$ cat config.mk
export PLATFORM = sky130hd
export DESIGN_NAME = branch_resolve_unit
export DESIGN_NICKNAME = d
export VERILOG_FILES = /design/src/rtl/branch_resolve_unit.sv
export SDC_FILE = /design/constraint.sdc
export NUM_CORES = 1
export LEC_CHECK = 0
export CAP_MARGIN = 20
export CORE_MARGIN = 10
export CORE_UTILIZATION = 50
export DETAILED_ROUTE_END_ITERATION = 6
export PLACE_DENSITY = 0.87
export SLEW_MARGIN = 20
export SYNTH_ARGS = -nofsm -noshare
export SYNTH_HDL_FRONTEND = slang
export SYNTH_SLANG_ARGS = --single-unit
export TNS_END_PERCENT = 20
$ cat constraint.sdc
create_clock -name clk -period 4.6 [get_ports clk]
set_clock_uncertainty 0.05 [all_clocks]
set_input_delay 0.92 -clock clk [delete_from_list [all_inputs] [get_ports clk]]
set_output_delay 0.92 -clock clk [all_outputs]
set_load 0.1 [all_outputs]
$ cat src/rtl/branch_resolve_unit.sv
// Branch resolution for the decode stage: evaluates signed branch conditions,
// computes the target and holds the branch in WAIT until its operands arrive.
module branch_resolve_unit #(
    parameter int DATA_W   = 32,
    parameter int ADDR_W   = 32,
    parameter int MAX_WAIT = 7,
    parameter int CNT_W    = 16
) (
    input  logic                     clk,
    input  logic                     reset,
    input  logic                     valid_in,
    input  logic [2:0]               br_op,
    input  logic signed [DATA_W-1:0] rs_val,
    input  logic signed [DATA_W-1:0] rt_val,
    input  logic                     rs_ready,
    input  logic                     rt_ready,
    input  logic [ADDR_W-1:0]        pc_plus4,
    input  logic [15:0]              imm,
    input  logic                     flush,
    output logic                     stall_out,
    output logic                     resolve_valid,
    output logic                     taken,
    output logic [ADDR_W-1:0]        target,
    output logic                     timeout_err,
    output logic [CNT_W-1:0]         taken_cnt,
    output logic                     busy
);

    localparam logic [2:0] OP_BEQ  = 3'b001;
    localparam logic [2:0] OP_BNE  = 3'b010;
    localparam logic [2:0] OP_BGTZ = 3'b011;
    localparam logic [2:0] OP_BLEZ = 3'b100;
    localparam logic [2:0] OP_BLTZ = 3'b101;
    localparam logic [2:0] OP_BGEZ = 3'b110;
    localparam logic [7:0] WAIT_LIMIT = 8'(MAX_WAIT);

    typedef enum logic {IDLE, WAIT} state_t;

    state_t state, state_nx;
    logic [7:0] wait_cnt;

    // Branch fields captured on entry to WAIT
    logic [2:0]        op_p0;
    logic [ADDR_W-1:0] pc_p0;
    logic [15:0]       imm_p0;

    logic [2:0]        op_sel;
    logic [ADDR_W-1:0] pc_sel;
    logic [15:0]       imm_sel;
    logic              ops_ready, req_idle, active;
    logic              do_resolve, do_capture, do_timeout;
    logic              cond_sel;
    logic [ADDR_W-1:0] target_sel;

    function automatic logic legal_op(input logic [2:0] op);
        return (op != 3'b000) && (op != 3'b111);
    endfunction

    function automatic logic needs_rt(input logic [2:0] op);
        return (op == OP_BEQ) || (op == OP_BNE);
    endfunction

    // Sign tests use the MSB directly so the comparison is unambiguously signed
    function automatic logic eval_cond(input logic [2:0] op,
                                       input logic signed [DATA_W-1:0] a,
                                       input logic signed [DATA_W-1:0] b);
        logic neg, zero;
        neg  = a[DATA_W-1];
        zero = (a == b) && (op == OP_BEQ || op == OP_BNE) ? 1'b0 : (a == '0);
        case (op)
            OP_BEQ:  return a == b;
            OP_BNE:  return a != b;
            OP_BGTZ: return !neg && !zero;
            OP_BLEZ: return neg || zero;
            OP_BLTZ: return neg;
            OP_BGEZ: return !neg;
            default: return 1'b0;
        endcase
    endfunction

    function automatic logic [ADDR_W-1:0] calc_target(input logic [ADDR_W-1:0] pc,
                                                      input logic [15:0] offs);
        logic signed [ADDR_W-1:0] ext;
        ext = ADDR_W'($signed(offs));
        return pc + (ext << 2);
    endfunction

    function automatic logic [CNT_W-1:0] sat_inc(input logic [CNT_W-1:0] cnt);
        return (cnt == '1) ? cnt : cnt + CNT_W'(1);
    endfunction

    always_comb begin
        op_sel     = (state == WAIT) ? op_p0  : br_op;
        pc_sel     = (state == WAIT) ? pc_p0  : pc_plus4;
        imm_sel    = (state == WAIT) ? imm_p0 : imm;
        ops_ready  = rs_ready && (rt_ready || !needs_rt(op_sel));
        req_idle   = (state == IDLE) && valid_in && legal_op(br_op);
        active     = req_idle || (state == WAIT);
        do_resolve = !flush && active && ops_ready;
        do_capture = !flush && req_idle && !ops_ready;
        // Ready wins over an expiring counter
        do_timeout = !flush && (state == WAIT) && !ops_ready && (wait_cnt == WAIT_LIMIT);
        cond_sel   = eval_cond(op_sel, rs_val, rt_val);
        target_sel = calc_target(pc_sel, imm_sel);
        stall_out  = reset && !flush && active && !ops_ready;
        busy       = (state == WAIT);
    end

    always_comb begin
        state_nx = state;
        case (state)
            IDLE: if (do_capture) state_nx = WAIT;
            WAIT: if (flush || ops_ready || do_timeout) state_nx = IDLE;
            default: state_nx = IDLE;
        endcase
    end

    always_ff @(posedge clk or negedge reset) begin
        if (!reset) begin
            state         <= IDLE;
            wait_cnt      <= '0;
            resolve_valid <= 1'b0;
            taken         <= 1'b0;
            target        <= '0;
            timeout_err   <= 1'b0;
            taken_cnt     <= '0;
        end else begin
            state         <= state_nx;
            resolve_valid <= do_resolve;
            timeout_err   <= do_timeout;
            if (flush || do_capture)
                wait_cnt <= '0;
            else if ((state == WAIT) && !ops_ready && !do_timeout)
                wait_cnt <= wait_cnt + 8'd1;
            if (do_resolve) begin
                taken  <= cond_sel;
                target <= target_sel;
                if (cond_sel)
                    taken_cnt <= sat_inc(taken_cnt);
            end
        end
    end

    always_ff @(posedge clk) begin
        if (do_capture) begin
            op_p0  <= br_op;
            pc_p0  <= pc_plus4;
            imm_p0 <= imm;
        end
    end

endmodule

# Word-level counts from Yosys, hierarchy flattened
# Index checks and enable logic that the tools add are counted.
[totals]
regBits = 111
in_bits = 121
output_inout_bits = 53
word_cells = 71
[op_classes]
n_addsub = 3
eq_ne = 11
n_mux = 10
bitwise_logic = 2
reduce_logical = 35
[ops]
columns = ["cell", "count"]
rows = [
  ["32-bit adder", 1],
  ["32-bit == test", 1],
  ["32-bit logical NOT", 1],
  ["32-bit 2-to-1 mux", 1],
  ["32-bit inequality test", 1],
  ["1-bit logical AND", 18],
  ["16-bit by 1-bit adder with 16-bit output (second input constant)", 1],
  ["16-bit == test (second input constant)", 1],
  ["16-bit 2-to-1 mux", 1],
  ["8-bit 2-to-1 mux", 2],
  ["3-bit == test (second input constant)", 3],
  ["8-bit by 1-bit adder with 8-bit output (second input constant)", 1],
  ["8-bit by 3-bit == test with 1-bit output (second input constant)", 1],
  ["1-bit logical OR", 7],
  ["3-bit by 2-bit == test with 1-bit output (second input constant)", 2],
  ["1-bit logical NOT", 6],
  ["1-bit one-hot mux with 6 select lines", 1],
  ["3-bit by 1-bit == test with 1-bit output (second input constant)", 1],
  ["1-bit 2-to-1 mux", 3],
  ["3-bit 2-to-1 mux", 1],
  ["3-bit inequality test (second input constant)", 1],
  ["3-bit AND reduction", 1],
  ["3-bit nonzero test", 1],
  ["1-bit NOT", 2],
  ["other kinds (2)", 2],
]

# Depth between registers and ports, before layout
# Gate-level depths: netlist of run 1.
[logic_depth]
ltp_word = 13
depth_mapped = 14
mapped_depth_nobuf = 11

# Worst setup path before layout of run 1
# No wires, ideal clock.
[synth_timing]
path_type = "register -> register"
from = "register state (netlist: busy)"
to = "register target[26]"
setup_ps = 130
arrival_time_ps = 4736
required_time_ps = 4420
path_slack_ps = -316
path_stages_with_launch = 15
n_path_buf = 3
period_less_slack_ps = 4916
cell_sequence = "dfrtp_1 -> buf_4 -> buf_1 -> buf_1 -> mux2_2 -> ha_1 -> fa_1 -> a211o_1 -> a2111oi_4 -> nor4_2 -> or3_4 -> and3_4 -> o2111ai_2 -> a211o_1 -> o211ai_2"
[synth_via]
elab_chain_len = 7
word_cells_on_any_way = 16
classes_between = "add/sub: 1; eq/ne: 2; mux: 3; bitwise: 1; reduce/logical: 9"
[synth_rtl]
columns = ["item", "line_no", "text"]
rows = [
  ["start: declaration", "39", "state_t state, state_nx;"],
  ["start signal: assignment", "128", "state <= state_nx;"],
  ["branches (longest 7 deep; another with 32-bit adder)", "--", ""],
  ["end signal: assignment", "137", "target <= target_sel;"],
  ["end: declaration", "23", "output logic [ADDR_W-1:0] target,"],
]
# Several ways; the timed one is not identified.
# A chain may end at the register's enable or synchronous reset.

# Worst setup path in the final report of run 1
[layout_timing]
from = "input port imm[0]"
to = "register target[24]"
[layout_via]
elab_chain_len = 2
[layout_rtl]
columns = ["item", "line_no", "text"]
rows = [
  ["start: declaration", "18", "input logic [15:0] imm,"],
  ["16-bit 2-to-1 mux", "95", "imm_sel = (state == WAIT) ? imm_p0 : imm;"],
  ["32-bit adder", "85", "return pc + (ext << 2);"],
]
# Every way passes these cells.

==> results of run 1 <==
==> cell type report <==
class	instances	area (µm²)	area share
multi-input cells	485	3540	0.395
flip-flops and latches	111	3040	0.340
repair buffers	182	1800	0.202
clock buffers	10	229	0.0256
well taps	176	220	0.0246
clock inverters	6	60.1	0.00672
inverters	15	56.3	0.00630
==> metal layers <==
| layer | up-vias | routed length (µm) | global-route usage | share of wire |
|---|---|---|---|---|
| li1 | 2687 | - | - | - |
| met1 | 2705 | 8230 | 0.251 | 0.43 |
| met2 | 139 | 9700 | 0.357 | 0.51 |
| met3 | 19 | 1050 | 0.0557 | 0.055 |
| met4 | 0 | 173 | 0.0408 | 0.0090 |
| met5 | - | 0 | 0 | 0 |
==> critical path: cells and delay by family <==
family	cells	cell delay [ns]
multiplexers	1	0.28
AND/OR/NAND/NOR	4	0.75
AO/OA/AOI/OAI	4	1.22
adder cells (fa/ha/maj)	2	0.67
buffers and inverters	1	0.43
==> cells in the final DEF (no fill, tap or decap), drive strengths merged, types with 4 or more instances in the layout <==
master and instances:
xor2 18, edfxtp 51, dfrtp 60, o211ai 7, clkbuf 10, clkdlybuf4s50 171
clkinv 4, nand2 62, nand4 29, ha 31, inv 16, mux2i 9
and3 10, o21ai 37, nor3 7, o31ai 5, a211oi 6, xnor2 58
and4 4, a21o 14, a21oi 35, a31oi 4, nor4 12, nor2 26
o21bai 6, and2 9, buf 11, mux2 47, nand3 12
==> power by group through the flow <==
stage               logic [mW]  registers (mW)  clock network (mW)
floorplan                0.528            2.18                   0
global placement          1.94            1.29                   0
detailed placement        1.98            1.30                   0
CTS                       1.99            1.28               0.799
global route              2.08            1.29               0.835
finish                    1.98            1.28               0.784
==> flip-flops by register name, indices dropped and copies added, names as in the netlist <==
name and count:
busy 1, imm_p0 16, op_p0 3, pc_p0 32, resolve_valid 1, taken 1
taken_cnt 16, target 32, timeout_err 1, wait_cnt 8
==> path summary, 6_finish.rpt <==
| kind | slack (ns) | end | cells past startpoint | from |
|---|---|---|---|---|
| min | 0.43 | target[13] | 2 | target[13] |
| max reg2reg | 0.72 | target[24] | 11 | busy |
| min in group asynchronous | 0.72 | taken_cnt[4] | 2 | reset |
| min reg2reg | 0.43 | target[13] | 2 | target[13] |
| max in group asynchronous | 3.18 | busy | 2 | reset |
| max | 0.53 | target[24] | 12 | imm[0] |
==> kinds of logic after synthesis <==
logic type	count (synthesis)	synth area share
DFF	111	0.452
buffers and inverters	35	0.0216
xor gates and xnor gates	76	0.0992
AOI/OAI and AO/OA	131	0.127
and+or+nand+nor	190	0.147
adders and majority gates	32	0.0608
muxes	56	0.0923
==> stage by stage <==
stage	setup slack [ns]	instances	instance area, µm²	hold slack (ns)
3_3_place_gp	0.238	969	8650	0.404
5_1_grt	0.394	985	8940	0.456
2_1_floorplan	0.0664	631	6720	0.438
6_report	0.525	985	8940	0.430
3_5_place_dp	0.161	969	8650	0.413
4_1_cts	0.544	985	8940	0.436
==> flow_metrics.env, run 1 <==
export IMPL_drtAntennaViolNets=0
export IMPL_worstMarginPinSlew_ns=1.03
export IMPL_totalWireLength_um=19100
export IMPL_grt_pass1_wl_um=30300
export IMPL_postCtsSetupBuffers=0
export IMPL_slew_viol_final=0
export IMPL_final_util=0.678
export IMPL_synth_edf_count=51
export IMPL_peakVddDrop_uv=379
export IMPL_ys_ff_latch=111
export IMPL_rsz0062_at_grt="no"
export IMPL_worstSetupEndpointType="flip-flop"
export IMPL_cts_tree="built"
export IMPL_viasPerCell=5.63
export IMPL_p_int_mw=2.18
export IMPL_syn_avg_cell_area_um2=10.6
export IMPL_grt_ovfl_total=0
export IMPL_clock_sinks=111
export IMPL_grt_pass1_vias=5784
export IMPL_synth_common_cells="nand2_1 (62), dfrtp_1 (60), xnor2_1 (58), edfxtp_1 (51), mux2_2 (47)"
export IMPL_cap_violations=0
export IMPL_path_clk_slew_ns=0.07
export IMPL_cp_cell_sequence="clkdlybuf4s50_1, mux2_2, ha_1, fa_1, a211o_1, a2111oi_4, nor4_2, or3_4, a21o_1, a31oi_1, or4_1, nand3_1"
export IMPL_cts_buffers_inserted=9
export IMPL_synth_nets=784
export IMPL_maxSlewHeadroom=0.312
export IMPL_status="completed"
export IMPL_via_count=5550
export IMPL_placement_io_buffers=173
export IMPL_synth_cell_types=61
export IMPL_synthCells=631
export IMPL_fillers=1023
export IMPL_initial_core_util=0.509
export IMPL_root_buffer="clkbuf_16"
export IMPL_required_ns=4.80
export IMPL_cts_buffer_depth=2
export IMPL_slowest_delay_ns=0.44
export IMPL_cts_max_level=3
export IMPL_critPathLaunchType="input port"
export IMPL_synthesis_area_mm2=0.00671
export IMPL_timing_fmax_ghz=0.245
export IMPL_p_sw_frac=0.462
export IMPL_yosysSeqAreaShare=0.452
export IMPL_yosysMostFrequentCell="nand2_1"
export IMPL_worstPathArrival_ns=4.27
export IMPL_period_share=0.886
export IMPL_drive_above_1_share=0.105
export IMPL_final_setup_tns_ns=0
export IMPL_drc=0
export IMPL_n_antenna_cell=0
export IMPL_comb_power_share=0.490
export IMPL_grt_usage=0.206
export IMPL_min_path_type="flip-flop to flip-flop"
export IMPL_switching_power_mw=1.87
export IMPL_io_pins=174
export IMPL_die_h_um=136
export IMPL_power_density_mw_per_mm2=452
export IMPL_cts_resized=0
export IMPL_hold_violations=0
export IMPL_drtPass1Iterations=5
export IMPL_setup_viol=0
export IMPL_die_w_um=136
export IMPL_dp_hpwl_um=15100
export IMPL_clkPwrFrac=0.194
export IMPL_grt_max_degree=61
export IMPL_cts_hold_buf=0
export IMPL_critPathKind="input port to flip-flop"
export IMPL_areaGrowthSynthToFinish_pct=33.2
export IMPL_path_max_fanout=4
export IMPL_placement_rows=42
export IMPL_synth_area_leaders="edfxtp_1 (23%), dfrtp_1 (22%), mux2_2 (7.9%)"
export IMPL_netlist_area_leader_share=0.228
export IMPL_routabilityCongestion=0.913
export IMPL_core_area_mm2=0.0132
export IMPL_clk_insertion_delay_late_ns=0.36
export IMPL_finalPower_mw=4.04
export IMPL_finalNetCount=957
export IMPL_wl_per_cell_um=19.4
export IMPL_synthFlopType="dfrtp_1"
export IMPL_finalCriticalPeriod_ns=4.07
export IMPL_p_seq_frac=0.317
export IMPL_p_leak_nw=3.50
export IMPL_antenna_found_initial=0
export IMPL_die_area_mm2=0.0185
export IMPL_synth_top_area_cell="edfxtp_1"
export IMPL_cp_slowest_cell="a2111oi_4"
export IMPL_drt_iter0_drc=339
export IMPL_yosysWarnings=0
export IMPL_synthArstFlopShare=0.541
Note: power is estimated with default switching activity, not from simulation.
==> inputs of run 2 (changes only) <==
- CAP_MARGIN: 20 -> not set
- clock period: 4.6 -> 4.3 ns (I/O delays scaled with it)
==> run 2 against run 1 <==
Total power increased by 7.6%; utilization increased by 0.35 points; final cell count is 0.20% higher; via count is 3.4% higher; largest power group unchanged; sequential power rose by 7%; clock-buffer cell count up 2; clock power rose by 10%; sequential share of layout area is 0.17 points lower; worst hold slack better by 0.0075 ns; worst setup slack worse by 0.17 ns; register-to-register slack lost 0.21 ns.
==> flow_metrics.env, run 2 (synthesized netlist as in run 1, its figures left out) <==
export IMPL_top_regs="pc_p0: 32 flops, target: 32 flops"
export IMPL_cap_violations=0
export IMPL_status="completed"
export IMPL_required_ns=4.49
export IMPL_grt_pass1_vias=5830
export IMPL_timing_fmax_ghz=0.254
export IMPL_worstMarginPinSlew_ns=1.02
export IMPL_core_area_mm2=0.0132
export IMPL_p_leak_nw=3.52
export IMPL_antenna_found_initial=0
export IMPL_layout_commonest_cell="clkdlybuf4s50_1"
export IMPL_via_count=5737
export IMPL_clock_sinks=111
export IMPL_placement_rows=42
export IMPL_drtAntennaViolNets=0
export IMPL_path_max_fanout=4
export IMPL_grt_pass1_wl_um=30500
export IMPL_postCtsSetupBuffers=0
export IMPL_critPathKind="input port to flip-flop"
export IMPL_cp_num_buf_inv=1
export IMPL_rsz0062_at_grt="no"
export IMPL_cp_top_family="compound AO/OA/AOI/OAI gates"
export IMPL_holdPathStages=1
export IMPL_initial_core_util=0.509
export IMPL_n_antenna_cell=0
export IMPL_die_area_mm2=0.0185
export IMPL_grt_usage=0.207
export IMPL_slew_viol_final=0
export IMPL_path_clk_slew_ns=0.07
export IMPL_slowest_delay_ns=0.43
export IMPL_maxSlewHeadroom=0.315
export IMPL_reg2regPathDepth=11
export IMPL_stdcell_area_mm2=0.00899
export IMPL_worstHoldStart="taken"
export IMPL_drt_iter0_drc=450
export IMPL_peakVddDrop_uv=469
export IMPL_cts_buffer_depth=2
export IMPL_reg2reg_to="target[31]"
export IMPL_grt_max_degree=61
export IMPL_viasPerCell=5.81
export IMPL_routabilityCongestion=0.914
export IMPL_finalNetCount=959
export IMPL_power_density_mw_per_mm2=484
export IMPL_io_pins=174
export IMPL_finalCriticalPeriod_ns=3.94
export IMPL_worstPathArrival_ns=4.13
export IMPL_dpl_instance_area_mm2=0.00867
export IMPL_period_share=0.917
export IMPL_drive_above_1_share=0.111
export IMPL_drc=0
export IMPL_die_w_um=136
export IMPL_min_path_type="flip-flop to flip-flop"
export IMPL_clk_insertion_delay_late_ns=0.36
export IMPL_dp_hpwl_um=15100
export IMPL_die_h_um=136
export IMPL_areaGrowthSynthToFinish_pct=33.9
export IMPL_cts_buffers_inserted=9
export IMPL_grt_ovfl_total=0
export IMPL_cts_max_level=3
export IMPL_cts_tree="built"
export IMPL_critical_path_depth=12
export IMPL_finalPower_mw=4.35
export IMPL_fillers=1003
export IMPL_critPathLaunchType="input port"
export IMPL_min_to="taken"
export IMPL_cp_slowest_cell="a2111oi_4"
export IMPL_final_cell_mix="clkdlybuf4s50_1 (171), nand2_1 (62), dfrtp_1 (59)"
export IMPL_drtPass1Iterations=5
export IMPL_placement_io_buffers=173
export IMPL_r2r_slack_ns=0.51
export IMPL_hold_violations=0
export IMPL_worstSetupEndpointType="flip-flop"
export IMPL_cp_cell_sequence="clkdlybuf4s50_1, mux2_2, ha_1, fa_1, a211o_1, a2111oi_4, nor4_2, or3_4, a21o_1, a31oi_1, or4_1, nand3_1"
export IMPL_setup_viol=0
export IMPL_totalWireLength_um=19100
export IMPL_root_buffer="clkbuf_16"
export IMPL_wl_per_cell_um=19.3
export IMPL_setup_worst_path_start="imm[0]"
export IMPL_timing_rr_start="busy"
run 2: cell types whose count changed in the layout (fill, tap and decap cells not counted), moves of 2 or more:
cell | previous run | this run
clkinv_1 | 2 | 0
clkinv_4 | 1 | 3
buf_4 | 9 | 11
clkbuf_16 | 9 | 11
run 2: worst max-delay path by stage:
stage               slack, ns         end
CTS                      0.37  target[24]
global placement         0.07  target[26]
global route             0.13  target[31]
finish                   0.36  target[24]
detailed placement     -0.009  target[24]
floorplan                0.06  target[26]
run 2: metrics by stage:
stage	util	hold slack, ns	setup TNS (ns)	std cells	setup slack [ns]
floorplan	-	0.438	0	631	0.0559
global placement	0.657	0.403	0	971	0.0700
detailed placement	0.657	0.417	-0.00923	971	-0.00923
CTS	0.681	0.441	0	987	0.371
global route	0.682	0.459	0	987	0.134
finish	0.682	0.437	0	987	0.355
run 2: layer usage:
layer	vias up	track usage	share of wire
li1	2702	-	-
met3	27	0.0557	0.071
met1	2814	0.257	0.42
met2	194	0.350	0.49
met4	0	0.0479	0.016
met5	-	0	0
run 2: layout make-up:
class                           instances  area [µm²]  share of cell area
Multi-Input combinational cell        485        3540               0.394
Sequential cell                       111        3040               0.338
Timing Repair Buffer                  184        1820               0.202
Clock buffer                           12         279              0.0310
Tap cell                              176         220              0.0245
Inverter                               15        56.3             0.00626
Clock inverter                          4        35.0             0.00390
run 2: worst register-to-register path: stages, from the launching register on:
cell      delay (ns)
dfrtp_4         0.59
buf_4           0.39
mux2_2          0.40
ha_1            0.37
a21oi_1         0.15
o21ai_0         0.13
a221oi_1        0.37
a21oi_1         0.20
nor4_2          0.36
nor3_1          0.14
or4_1           0.51
nand3_1         0.08
run 2: power by group:
group	internal (mW)	switching (mW)
clock	0.469	0.394
combinational	0.616	1.50
sequential	1.26	0.104
run 2: timing repair:
item / in CTS / in global routing
gates resized for setup: 0 / 1
endpoints found under the setup margin: 0 / 1
hold buffers: 0 / 0
==> inputs of run 3 (changes only) <==
- PLACE_DENSITY: 0.87 -> not set
- PLACE_DENSITY_LB_ADDON: not set -> 0.12
==> run 3 against run 2 <==
Non-clock buffer count unchanged; critical path depth is the same; clock power down 5.4%; cell area hardly changed; die area unchanged; critical endpoint unchanged.
==> flow_metrics.env, run 3 (synthesized netlist as in run 1, its figures left out) <==
export IMPL_finalNetCount=959
export IMPL_cts_resized=0
export IMPL_fillers=1030
export IMPL_wl_per_cell_um=17.9
export IMPL_cap_violations=0
export IMPL_worstPathArrival_ns=4.18
export IMPL_dpl_instance_area_mm2=0.00869
export IMPL_via_count=5533
export IMPL_placement_rows=42
export IMPL_die_w_um=136
export IMPL_drtPass1Iterations=5
export IMPL_grt_pass1_vias=5857
export IMPL_drc=0
export IMPL_p_leak_nw=3.52
export IMPL_placement_io_buffers=173
export IMPL_die_h_um=136
export IMPL_postCtsSetupBuffers=0
export IMPL_initial_core_util=0.509
export IMPL_min_path_type="flip-flop to flip-flop"
export IMPL_core_area_mm2=0.0132
export IMPL_grt_usage=0.194
export IMPL_grt_max_degree=61
export IMPL_slew_viol_final=0
export IMPL_cts_max_level=3
export IMPL_dp_hpwl_um=13900
export IMPL_areaGrowthSynthToFinish_pct=33.8
export IMPL_antenna_found_initial=0
export IMPL_drive_above_1_share=0.111
export IMPL_cts_buffers_inserted=9
export IMPL_path_clk_slew_ns=0.07
export IMPL_layout_commonest_cell="clkdlybuf4s50_1"
export IMPL_path_max_fanout=4
export IMPL_stdcell_area_mm2=0.00898
export IMPL_routabilityCongestion=0.840
export IMPL_rsz0062_at_grt="no"
export IMPL_die_area_mm2=0.0185
export IMPL_peakVddDrop_uv=267
export IMPL_hold_violations=0
export IMPL_drt_iter0_drc=340
export IMPL_clock_sinks=111
export IMPL_cts_tree="built"
export IMPL_top_regs="pc_p0: 32 flops, target: 32 flops"
export IMPL_maxSlewHeadroom=0.305
export IMPL_r2r_slack_ns=0.63
export IMPL_viasPerCell=5.61
export IMPL_period_share=0.927
export IMPL_cts_hold_buf=0
export IMPL_io_pins=174
export IMPL_power_density_mw_per_mm2=478
export IMPL_totalWireLength_um=17700
export IMPL_status="completed"
export IMPL_cts_buffer_depth=2
export IMPL_grt_pass1_wl_um=29100
export IMPL_required_ns=4.49
export IMPL_finalCriticalPeriod_ns=3.99
export IMPL_grt_ovfl_total=0
export IMPL_worstMarginPinSlew_ns=1.04
export IMPL_timing_fmax_ghz=0.251
export IMPL_drtAntennaViolNets=0
export IMPL_critPathKind="input port to flip-flop"
export IMPL_final_cell_mix="clkdlybuf4s50_1 (171), nand2_1 (62), dfrtp_1 (59)"
export IMPL_clk_insertion_delay_late_ns=0.35
export IMPL_critPathLaunchType="input port"
export IMPL_n_antenna_cell=0
export IMPL_setup_viol=0
export IMPL_root_buffer="clkbuf_16"
export IMPL_worstSetupEndpointType="flip-flop"
export IMPL_final_util=0.681
run 3: final cells by class:
type | count | area, µm² | area share
clock buffer | 10 | 239 | 0.0266
clock inverter | 6 | 47.5 | 0.00529
inverter | 15 | 56.3 | 0.00627
multi-input combinational | 485 | 3540 | 0.394
sequential | 111 | 3040 | 0.338
tap | 176 | 220 | 0.0245
timing repair buffer | 184 | 1840 | 0.205
run 3: final timing paths:
path | startpoint | to | cells after the start
max | imm[0] | target[24] | 12
min | target[8] | target[8] | 2
max reg2reg | busy | target[24] | 11
min reg2reg | target[8] | target[8] | 2
max in group asynchronous | reset | busy | 2
min in group asynchronous | reset | taken_cnt[15] | 2
run 3: layer usage:
metal / routed length, µm / vias to the layer above / global-route usage
li1: - / 2692 / -
met1: 7470 / 2677 / 0.227
met2: 8940 / 148 / 0.344
met3: 1060 / 16 / 0.0502
met4: 219 / 0 / 0.0485
met5: 0 / - / 0
run 3: where the power goes:
part	internal [mW]	total (mW)	switching (mW)
sequential	1.26	1.36	0.0968
combinational	0.622	2.11	1.49
clock	0.418	0.816	0.399
total	2.30	4.29	1.99
run 3: per-stage QoR:
step / setup TNS, ns / instances / power, mW / hold slack (ns) / setup WS (ns)
6_report: 0 / 987 / 4.29 / 0.428 / 0.315
5_1_grt: 0 / 987 / 4.49 / 0.458 / 0.178
4_1_cts: 0 / 987 / 4.33 / 0.429 / 0.337
3_5_place_dp: -0.0676 / 971 / 3.50 / 0.412 / -0.0394
3_3_place_gp: 0 / 971 / 3.47 / 0.404 / 0.0226
2_1_floorplan: 0 / 631 / 2.90 / 0.438 / 0.0559
run 3: worst max-delay path: stages:
cell	delay, ns
clkdlybuf4s50_1	0.43
mux2_2	0.28
ha_1	0.24
fa_1	0.44
a211o_1	0.34
a2111oi_4	0.40
nor4_2	0.10
or3_4	0.43
a21o_1	0.20
a31oi_1	0.24
or4_1	0.15
nand3_1	0.06
